`src/rtl/fetch_controller.sv`:
```
// fetch_controller
//   Sequences the instruction-fetch stage. It selects the PC source, enables the
//   PC write, handshakes with instruction memory and flushes IF/ID after a
//   control-flow redirect. Redirect priority is branch > jump_mem > jump, and any
//   redirect takes precedence over sequential PC+1.
//
//   State, timer and flush counter are registered. All outputs are Mealy, decoded
//   combinationally from the current state and the inputs.
//
// Parameters
//   FLUSH_CYCLES  bubbles inserted after a redirect, counting the redirect cycle (1..15)
//   TIMEOUT       WAIT cycles without imem_ack before fetch_err (1..255)
//
// Ports
//   clk, rst      clock (rising edge), synchronous active-high reset
//   jump          redirect to the ALU_result target    (pc_sel 1)
//   jump_mem      redirect to the read_data target     (pc_sel 2)
//   branch        redirect to the rs1 target           (pc_sel 3)
//   stall         downstream hazard; hold PC and IF/ID
//   imem_ack      instruction memory data valid this cycle
//   pc_sel        0=PC+1, 1=ALU_result, 2=read_data, 3=rs1
//   pc_we         PC register load enable
//   imem_req      fetch request to instruction memory
//   if_valid      instruction on the imem data bus is valid for IF/ID
//   flush         kill IF/ID contents (insert bubble)
//   fetch_err     sticky memory-timeout error; cleared only by rst
//
// Optional feature (macro FETCH_PERF_EN)
//   redirect_cnt  saturating count of accepted redirects (pc_we=1 with pc_sel!=0)
//   stall_cnt     saturating count of FETCH/WAIT cycles with pc_we=0

module fetch_controller #(
    parameter int unsigned FLUSH_CYCLES = 2,
    parameter int unsigned TIMEOUT      = 255
) (
    input  logic       clk,
    input  logic       rst,
    input  logic       jump,
    input  logic       jump_mem,
    input  logic       branch,
    input  logic       stall,
    input  logic       imem_ack,
    output logic [1:0] pc_sel,
    output logic       pc_we,
    output logic       imem_req,
    output logic       if_valid,
    output logic       flush,
    output logic       fetch_err
`ifdef FETCH_PERF_EN
    ,
    output logic [15:0] redirect_cnt,
    output logic [15:0] stall_cnt
`endif
);

    typedef enum logic [2:0] {
        S_BOOT,
        S_FETCH,
        S_WAIT,
        S_FLUSH,
        S_ERROR
    } state_t;

    localparam logic [3:0] FLUSH_RELOAD = 4'(FLUSH_CYCLES - 1);
    localparam logic [7:0] TIMEOUT_VAL  = 8'(TIMEOUT);

    state_t     state, state_nx;
    logic [7:0] timer, timer_nx;
    logic [3:0] flush_cnt, flush_cnt_nx;

    logic       redir;
    logic [1:0] redir_sel;

    assign redir = branch | jump_mem | jump;

    always_comb begin
        if (branch)        redir_sel = 2'd3;
        else if (jump_mem) redir_sel = 2'd2;
        else               redir_sel = 2'd1;
    end

    // Next-state and Mealy output decode
    always_comb begin
        state_nx     = state;
        timer_nx     = timer;
        flush_cnt_nx = flush_cnt;
        pc_sel       = 2'd0;
        pc_we        = 1'b0;
        imem_req     = 1'b0;
        if_valid     = 1'b0;
        flush        = 1'b0;
        fetch_err    = 1'b0;

        case (state)
            S_BOOT: begin
                state_nx = S_FETCH;
            end

            S_FETCH: begin
                imem_req = 1'b1;
                if (redir) begin
                    pc_we        = 1'b1;
                    pc_sel       = redir_sel;
                    flush        = 1'b1;
                    flush_cnt_nx = FLUSH_RELOAD;
                    state_nx     = (FLUSH_CYCLES == 1) ? S_FETCH : S_FLUSH;
                end else if (stall) begin
                    state_nx = S_FETCH;
                end else if (imem_ack) begin
                    pc_we    = 1'b1;
                    if_valid = 1'b1;
                end else begin
                    timer_nx = 8'd1;
                    state_nx = S_WAIT;
                end
            end

            S_WAIT: begin
                imem_req = 1'b1;
                if (redir) begin
                    // Outstanding response is dropped; the flush kills whatever arrives.
                    pc_we        = 1'b1;
                    pc_sel       = redir_sel;
                    flush        = 1'b1;
                    flush_cnt_nx = FLUSH_RELOAD;
                    state_nx     = (FLUSH_CYCLES == 1) ? S_FETCH : S_FLUSH;
                end else if (imem_ack) begin
                    state_nx = S_FETCH;
                    if (!stall) begin
                        pc_we    = 1'b1;
                        if_valid = 1'b1;
                    end
                end else if (timer >= TIMEOUT_VAL) begin
                    // timer holds the number of WAIT cycles seen so far
                    state_nx = S_ERROR;
                end else if (timer != '1) begin
                    timer_nx = timer + 8'd1;
                end
            end

            S_FLUSH: begin
                imem_req = 1'b1;
                flush    = 1'b1;
                if (redir) begin
                    pc_we        = 1'b1;
                    pc_sel       = redir_sel;
                    flush_cnt_nx = FLUSH_RELOAD;
                end else begin
                    if (flush_cnt <= 4'd1) state_nx = S_FETCH;
                    flush_cnt_nx = (flush_cnt == '0) ? '0 : flush_cnt - 4'd1;
                end
            end

            S_ERROR: begin
                fetch_err = 1'b1;
            end

            default: begin
                state_nx = S_BOOT;
            end
        endcase
    end

    always_ff @(posedge clk) begin
        if (rst) begin
            state     <= S_BOOT;
            timer     <= '0;
            flush_cnt <= '0;
        end else begin
            state     <= state_nx;
            timer     <= timer_nx;
            flush_cnt <= flush_cnt_nx;
        end
    end

`ifdef FETCH_PERF_EN
    always_ff @(posedge clk) begin
        if (rst) begin
            redirect_cnt <= '0;
            stall_cnt    <= '0;
        end else begin
            if (pc_we && (pc_sel != 2'd0) && (redirect_cnt != '1))
                redirect_cnt <= redirect_cnt + 16'd1;
            if (((state == S_FETCH) || (state == S_WAIT)) && !pc_we && (stall_cnt != '1))
                stall_cnt <= stall_cnt + 16'd1;
        end
    end
`endif

endmodule

```
`config.mk`:
```
export PLATFORM = sky130hd
export DESIGN_NAME = fetch_controller
export DESIGN_NICKNAME = d
export VERILOG_FILES = /design/src/rtl/fetch_controller.sv
export SDC_FILE = /design/constraint.sdc
export NUM_CORES = 1
export LEC_CHECK = 0
export ABC_AREA = 1
export BUFFER_PORTS_ARGS = -buffer_cell sky130_fd_sc_hd__buf_4
export CAP_MARGIN = 30
export CORE_AREA = 2 2 45 47
export DETAILED_ROUTE_END_ITERATION = 8
export DIE_AREA = 0 0 47 49
export GPL_TIMING_DRIVEN = 0
export PLACE_DENSITY = 0.92
export SYNTH_ARGS = -nofsm -noshare
export SYNTH_HDL_FRONTEND = slang
export SYNTH_SLANG_ARGS = --single-unit
export TNS_END_PERCENT = 20
```
`constraint.sdc`:
```
create_clock -name clk -period 2.1 [get_ports clk]
set_input_delay 0.42 -clock clk [delete_from_list [all_inputs] [get_ports clk]]
set_output_delay 0.42 -clock clk [all_outputs]
set_load 0.01 [all_outputs]
```
==> key figures, run 1 <==
Outcome
  • Run status: finished clean

Clocking
  • Clock sinks: 15
  • Clk root buf: clkbuf_4
  • Clock transition at path regs: around 0.090 ns
  • CTS tree: built
  • Setup Buffers After CTS: 0
  • Hold buffer count at CTS: 0
  • Post-cts resize count: 0
  • TritonCTS Buffers: 3
  • Max clock buf depth: 2
  • Clk_lat worst skew: slightly below 0.3 ns
  • H-tree level count: 1

Yosys
  • Most frequent cells after synthesis: nand2_1 (47), nor2_1 (32), inv_1 (27), dfxtp_1 (15), nand3_1 (14)
  • Seq cells post-synth: 15
  • Seq/Total Area, Yosys: 28.6%
  • Count leader, synth: nand2_1
  • Synth Flop Type: dfxtp_1
  • Syn_nets: approximately 190
  • Async SR Flop Fraction: 0%
  • Yosys warns: 0
  • Avg Inst Size Synth: 5.86 um^2
  • Distinct cells, synth: 21
  • Cells after synthesis: roughly 180
  • Mapped Area: around 1000 um^2
  • Yosys top cell area share: between 20% and 30%
  • Number of flops mapped to enable cells by yosys: 0
  • Cell taking the most area after synthesis: dfxtp_1
  • Top post-synthesis cells by area: dfxtp_1 (29%), nand2_1 (17%), nor2_1 (11%), inv_1 (9.7%), nand3_1 (6.7%)

Die
  • Height of the die: around 50 um
  • Chip width: between 40 and 50 um
  • Total core area: around 1800 um^2
  • Ports: 14
  • Starting Density: a little under three fifths
  • Std cell rows: 16
  • Die Area: about 2300 um^2

Placed design
  • DP HPWL: 1880 um
  • Dpl ws: roughly 0.31 ns
  • # port buffers: 12
  • Post-Place Cells: between 200 and 250
  • Gp weighted congestion: roughly 0.92

Layout
  • Multi-input logic area: about 630 um^2
  • Sequential Area: 300 um^2
  • Syn-to-layout area delta: 14.4%
  • Final Non-Filler Cells: approximately 220
  • Nets: 204
  • Antenna diode count: 0
  • Post-layout util: around two thirds
  • Share of cells above drive strength 1: approximately 15%
  • # fillers: ~180

Global routing
  • Total grt overflow: 0
  • Largest net degree at the start of global routing: 10
  • Initial antenna violation count: 0
  • First-pass GRT wire length: between 3000 and 4000 um
  • Vias in the first global route: approximately 1000
  • Global-route usage over all layers: 22.8%

Critical path
  • R2r startpoint: timer[0]
  • Req. time, crit path: 1.68 ns
  • Crit path DAT: around 1.5 ns
  • Slowest Stage Delay on Critical Path: 0.45 ns
  • Reg2reg path depth: 10
  • CP startpoint kind: register
  • Cell family with most CP delay: flip-flops
  • WS Path Type: register to output pin
  • Crit-path cells: inv_1 > nand3_2 > nand2_2 > a21oi_2 > inv_1 > buf_4
  • Worst Path Buf+Inv: 3
  • Reg2reg end: timer[6]
  • CP most frequent cell: inv_1
  • Reg2reg setup slack: around 0.65 ns
  • Setup crit end kind: output pin
  • Slowest CP cell: dfxtp_1
  • Crit path max fanout: 6

Timing
  • Max transition margin: 76.4%
  • Final-report setup violation count: 0
  • Period minus WS final: 1.94 ns
  • Least-Margin Pin Slew: ~0.35 ns
  • Part of the cycle the worst path needs: around 92%
  • Final Skew: around 0.003 ns
  • RSZ-0062 raised after global routing: false
  • Fin Setup TNS: 0 ns
  • Fmax: roughly 520 MHz
  • Setup WS post-layout: approximately 0.16 ns
  • Slew Limit Fails: 0
  • Hold Vio Cnt, Final: 0

Power
  • Pleak: 0.608 nW
  • Tot Pwr: roughly 0.95 mW
  • Peak supply drop: between 0.0005 and 0.0006 V
  • PD cells: approximately 790 nW/um^2

Drt
  • Final WL: between 2000 and 2500 um
  • Via count: about 1200
  • Antenna-violating nets left: 0
  • Via density: approximately 5.2
  • DR pass1 iterations: 4
  • Post-route DRC: 0
  • Routed len/inst: 10.7 um
  • Starting DRT DRC Count: 22

Hold path
  • Worst min path class: input pin to register
  • Worst hold start: rst
  • Worst hold path endpoint: flush_cnt[3]
  • Hold Crit Depth: 2

Flow run
  • MaxCap Viol Count: 0
## per-stage QoR
step                hold WS (ns)  area [um^2]
floorplan                  0.438         1050
global route               0.503         1200
detailed placement         0.475         1170
finish                     0.444         1200
CTS                        0.449         1200
global placement           0.462         1170
## flip-flops by register name, indices dropped and copies added, names as in the netlist
register / cells
flush_cnt: 4
state: 3
timer: 8
## final cells by class
type                    instances  area share (%)
clock inverters                 1           0.417
clock buffers                   3            1.88
flip-flops and latches         15            25.0
inverters                      31            9.69
repair buffers                 12            7.50
well taps                      27            2.81
multi-input cells             132            52.4
plain buffers                   1           0.313
## cell usage in the layout, fill, tap and decap left out
cell type,n
nor2_2,2
clkbuf_4,3
a21oi_1,9
nor2_8,1
nand3_1,14
nand4_1,4
nand2_2,2
buf_1,1
nand2_4,2
nand3_2,2
o21ai_1,2
o21bai_1,3
nor3_1,4
clkinv_2,1
ha_1,1
o21ai_0,5
nand2_1,47
a21oi_2,1
o22ai_1,1
nor2_1,32
inv_2,4
buf_4,12
dfxtp_1,15
inv_1,27
## worst max path at each step
stage                       end      from  cells past startpoint
after floorplan           pc_we  state[2]                      5
after global placement    flush  jump_mem                      6
after detailed placement  flush  jump_mem                      6
after CTS                 flush  state[2]                      6
after global routing      flush  state[1]                      6
final                     flush  state[1]                      6
## power breakdown
group | switching [mW] | internal, mW
combinational | 0.264 | 0.159
sequential | 0.0414 | 0.320
clock | 0.0965 | 0.0710
## kinds of logic after synthesis
group | synth area share (%)
AO/OA/AOI/OAI | 11.2
adder cells (fa/ha/maj) | 1.19
buffers and inverters | 11.4
flip-flops | 28.6
AND/OR/NAND/NOR | 47.6
## routing by layer
| metal | wire length (um) | GRT usage [%] | vias to the layer above |
|---|---|---|---|
| li1 | - | - | 596 |
| met1 | 997 | 25.9 | 527 |
| met2 | 1230 | 40.9 | 34 |
| met3 | 110 | 2.59 | 7 |
| met4 | 48 | 9.26 | 0 |
| met5 | 0 | 0 | - |
(Power assumes the default switching activity.)
==> run 2: changes to the inputs <==
--- a/config.mk
+++ b/config.mk
@@ -12,7 +12,7 @@
 export DETAILED_ROUTE_END_ITERATION = 8
 export DIE_AREA = 0 0 47 49
 export GPL_TIMING_DRIVEN = 0
-export PLACE_DENSITY = 0.92
+export PLACE_DENSITY = 0.8
 export SYNTH_ARGS = -nofsm -noshare
 export SYNTH_HDL_FRONTEND = slang
 export SYNTH_SLANG_ARGS = --single-unit
==> key figures, run 2 (synthesized netlist as in run 1, its figures left out) <==
Outcome
  • Run status: finished clean

Drt
  • Routed len/inst: about 10 um
  • Starting DRT DRC Count: 19
  • Final WL: between 2000 and 2500 um
  • Antenna-violating nets left: 0
  • Via density: slightly above 5
  • DR pass1 iterations: 4
  • Via count: ~1100
  • Post-route DRC: 0

Die
  • Ports: 14
  • Std cell rows: 16
  • Total core area: ~1800 um^2
  • Height of the die: between 40 and 50 um
  • Chip width: between 40 and 50 um
  • Starting Density: roughly 57%
  • Die Area: roughly 2300 um^2

Timing
  • Fmax: 512 MHz
  • Final-report setup violation count: 0
  • RSZ-0062 raised after global routing: false
  • Slew Limit Fails: 0
  • Final Skew: 0.00148 ns
  • Least-Margin Pin Slew: ~0.36 ns
  • WHS: ~0.45 ns
  • Fin Setup TNS: 0 ns
  • Period minus WS final: a little under 2 ns
  • Max transition margin: between 70% and 80%
  • Part of the cycle the worst path needs: approximately 93%
  • Hold Vio Cnt, Final: 0

Placed design
  • Placement Cell Area: around 1200 um^2
  • Gp weighted congestion: between 0.9 and 1
  • # port buffers: 12
  • DP HPWL: roughly 1800 um
  • Post-Place Cells: between 200 and 250

Global routing
  • Global-route usage over all layers: between 20% and 30%
  • Vias in the first global route: 988
  • Largest net degree at the start of global routing: 10
  • Global-route met2 utilization: 39.3%
  • Initial antenna violation count: 0
  • Top Usage Layer GRT: met2
  • Met1 Use GR: around 25%
  • M3 GR Usage: 3.33%
  • Total grt overflow: 0
  • First-pass GRT wire length: around 3800 um

Critical path
  • Req. time, crit path: roughly 1.7 ns
  • CP startpoint kind: register
  • Setup crit end kind: output pin
  • Crit path max fanout: 6
  • WS Path Type: register to output pin
  • Crit path launch: state[0]
  • Crit path DAT: 1.53 ns
  • R2r startpoint: timer[0]

Layout
  • # fillers: between 150 and 200
  • Sequential Area: between 300 and 400 um^2
  • Leading cell type in the layout, fill and taps excluded: nand2_1
  • Commonest cells after routing, fill and taps aside: nand2_1 (47), nor2_1 (32), inv_1 (27), dfxtp_1 (15), nand3_1 (14)
  • Post-Layout Inst Area: about 1200 um^2
  • Syn-to-layout area delta: 14.4%
  • Nets: about 200
  • Largest register FFs: 8
  • Post-layout util: 65.2%
  • Final Non-Filler Cells: 222
  • Multi-input logic area: around 630 um^2
  • Top reg by flops: timer
  • Share of cells above drive strength 1: around 15%
  • Top Registers: timer: 8 flops, flush_cnt: 4 flops, state: 3 flops
  • Antenna diode count: 0

Clocking
  • Clk root buf: clkbuf_4
  • Post-cts resize count: 0
  • Clock sinks: 15
  • Clock transition at path regs: roughly 0.09 ns
  • Hold buffer count at CTS: 0
  • Max clock buf depth: 2
  • H-tree level count: 1
  • Setup Buffers After CTS: 0
  • CTS tree: built
  • TritonCTS Buffers: 3
  • Clk_lat worst skew: 0.29 ns

Hold path
  • Worst hold start: rst
  • Worst min path class: input pin to register

Power
  • PD cells: a little under 800 nW/um^2
  • Pleak: approximately 0.61 nW
  • Peak supply drop: 0.000492 V

Flow run
  • MaxCap Viol Count: 0
==> run 2: path summary, 6_finish.rpt <==
check                 end  slack [ns]  cells after the start
max reg2reg      timer[1]        0.63                     10
max                 flush        0.15                      6
min          flush_cnt[3]        0.45                      2
min reg2reg  flush_cnt[3]        0.47                      2
==> run 2: metal layers <==
layer	vias up	wire [um]
met5	-	0
met4	0	31
met3	5	84
met2	25	1150
met1	512	1030
li1	593	-
==> run 2: through the flow <==
| stage | total power [mW] | worst slack [ns] |
|---|---|---|
| after CTS | 0.953 | 0.145 |
| after global routing | 1.03 | 0.0393 |
| after floorplan | 0.659 | 0.644 |
| after global placement | 0.774 | 0.342 |
| after detailed placement | 0.788 | 0.320 |
| final | 0.949 | 0.145 |
==> run 2: where the power goes <==
part | internal, mW | switching, mW | total, mW
Combinational | 0.159 | 0.260 | 0.419
Clock | 0.0708 | 0.0966 | 0.167
Sequential | 0.320 | 0.0431 | 0.363
==> run 2: area by class of cell <==
type	count	share of cell area, %
buffer	1	0.313
clock buffer	3	1.88
clock inverter	1	0.417
inverter	31	9.69
multi-input combinational	132	52.4
sequential	15	25.0
tap	27	2.81
timing repair buffer	12	7.50
==> run 2: worst max-delay path, stage by stage (launching register included) <==
cell	delay, ns
dfxtp_1	0.46
inv_2	0.09
nand3_2	0.15
nand2_2	0.11
a21oi_2	0.22
inv_1	0.08
buf_4	0.14
==> run 3: changes to the inputs <==
--- a/config.mk
+++ b/config.mk
@@ -8,11 +8,11 @@
 export ABC_AREA = 1
 export BUFFER_PORTS_ARGS = -buffer_cell sky130_fd_sc_hd__buf_4
 export CAP_MARGIN = 30
-export CORE_AREA = 2 2 45 47
+export CORE_AREA = 2 2 47 49
 export DETAILED_ROUTE_END_ITERATION = 8
-export DIE_AREA = 0 0 47 49
+export DIE_AREA = 0 0 49 51
 export GPL_TIMING_DRIVEN = 0
-export PLACE_DENSITY = 0.8
+export PLACE_DENSITY_LB_ADDON = 0.12
 export SYNTH_ARGS = -nofsm -noshare
 export SYNTH_HDL_FRONTEND = slang
 export SYNTH_SLANG_ARGS = --single-unit
==> constraint.sdc (replaced) <==
create_clock -name clk -period 1.9 [get_ports clk]
set_input_delay 0.38 -clock clk [delete_from_list [all_inputs] [get_ports clk]]
set_output_delay 0.38 -clock clk [all_outputs]
set_load 0.05 [all_outputs]
==> key figures, run 3 (synthesized netlist as in run 1, its figures left out) <==
Global routing
  • First-pass GRT wire length: between 3000 and 4000 um
  • Initial antenna violation count: 0
  • Vias in the first global route: around 990
  • Total grt overflow: 0
  • Largest net degree at the start of global routing: 9
  • Global-route usage over all layers: 20.0%

Power
  • Tot Pwr: around 1.3 mW
  • PD cells: ~990 nW/um^2
  • Pleak: roughly 0.64 nW
  • Peak supply drop: about 0.00057 V

Timing
  • Part of the cycle the worst path needs: between 90% and 100%
  • Max transition margin: between 70% and 80%
  • Final-report setup violation count: 0
  • Fmax: ~550 MHz
  • Final Skew: 0.00188 ns
  • Least-Margin Pin Slew: roughly 0.38 ns
  • Period minus WS final: 1.82 ns
  • Hold Vio Cnt, Final: 0
  • RSZ-0062 raised after global routing: false
  • Slew Limit Fails: 0

Critical path
  • R2r startpoint: timer[0]
  • Reg2reg path depth: 10
  • Crit path max fanout: 5
  • Setup crit end kind: output pin
  • Req. time, crit path: ~1.5 ns
  • Reg2reg setup slack: roughly 0.43 ns
  • Crit path DAT: 1.44 ns
  • WS Path Type: register to output pin
  • CP startpoint kind: register
  • Reg2reg end: timer[6]

Placed design
  • # port buffers: 12
  • Placement Cell Area: around 1200 um^2
  • Gp weighted congestion: approximately 0.87
  • DP HPWL: ~1800 um

Hold path
  • Worst min path class: input pin to register
  • Worst hold path endpoint: flush_cnt[3]
  • Worst hold start: rst
  • Hold Crit Depth: 2

Clocking
  • CTS tree: built
  • H-tree level count: 1
  • Clock transition at path regs: 0.09 ns
  • Clk_lat worst skew: around 0.28 ns
  • Clk root buf: clkbuf_4
  • Clock sinks: 15
  • Max clock buf depth: 2
  • TritonCTS Buffers: 3

Drt
  • Via count: 1128
  • Routed len/inst: roughly 11 um
  • Antenna-violating nets left: 0
  • Starting DRT DRC Count: 31
  • DR pass1 iterations: 4
  • Final WL: 2480 um
  • Post-route DRC: 0
  • Via density: approximately 5

Layout
  • Antenna diode count: 0
  • Share of cells above drive strength 1: a little over a fifth
  • Nets: between 200 and 250
  • Syn-to-layout area delta: 24.2%
  • Post-Layout Inst Area: between 1000 and 1500 um^2
  • Top Registers: timer: 8 flops, flush_cnt: 4 flops, state: 3 flops
  • Commonest cells after routing, fill and taps aside: nand2_1 (47), nor2_1 (29), inv_1 (25), buf_4 (15), nand3_1 (14)
  • Largest register FFs: 8
  • Leading cell type in the layout, fill and taps excluded: nand2_1
  • Top reg by flops: timer

Outcome
  • Run status: finished clean

Die
  • Total core area: 2060 um^2
  • Height of the die: just over 50 um
  • Starting Density: a little over 50%
  • Ports: 14
  • Chip width: 49 um
  • Die Area: approximately 2500 um^2
  • Std cell rows: 17

Flow run
  • MaxCap Viol Count: 0
## run 3: how the worst max path moves through the flow
stage | startpoint | end | slack (ns) | depth (start not counted)
floorplan | state[0] | pc_sel[0] | -0.29 | 4
global placement | jump_mem | flush | 0.15 | 6
detailed placement | jump_mem | flush | 0.14 | 6
CTS | state[2] | if_valid | 0.004 | 6
global route | state[0] | if_valid | 0.01 | 6
finish | state[0] | if_valid | 0.08 | 6
## run 3: per-layer routing
layer	vias up	share of wire, %	wire length [um]	global-route usage [%]
met5	-	0	0	0
met4	0	0.48	12	11.0
met3	2	4.4	109	4.39
met2	28	52	1290	35.2
met1	492	43	1070	22.6
li1	606	-	-	-
## run 3: timing repair
action                     4_1_cts  5_1_grt
gates cloned                     0        0
gates resized for setup          2       16
setup buffers                    1        4
hold buffers                     0        0
setup endpoints to repair        3        3
pin swaps                        0        2
## run 3: layout make-up
cell class | count | area, um^2
Buffer | 1 | 3.75
Clock buffer | 4 | 26.3
Fill cell | 204 | 759
Inverter | 31 | 121
Multi-Input combinational cell | 132 | 673
Sequential cell | 15 | 309
Tap cell | 28 | 35.0
Timing Repair Buffer | 17 | 135
## run 3: critical path, cell delays in order (launching register included)
cell,delay [ns]
dfxtp_4,0.38
inv_4,0.08
nand3_4,0.10
nand2_4,0.12
inv_2,0.06
nor3_2,0.21
buf_6,0.19
## run 3: metrics by stage
| step | hold slack, ns | TNS [ns] | instances | utilization (%) | setup WS [ns] |
|---|---|---|---|---|---|
| floorplan | 0.438 | -0.833 | 179 | - | -0.288 |
| global placement | 0.462 | 0 | 219 | 57.2 | 0.146 |
| detailed placement | 0.454 | 0 | 219 | 57.2 | 0.141 |
| CTS | 0.426 | 0 | 224 | 59.2 | 0.00391 |
| global route | 0.464 | 0 | 228 | 63.2 | 0.0126 |
| finish | 0.435 | 0 | 228 | 63.2 | 0.0839 |
## run 3: power breakdown
| group | internal, mW | switching (mW) |
|---|---|---|
| sequential | 0.359 | 0.0534 |
| combinational | 0.236 | 0.461 |
| clock | 0.0815 | 0.104 |
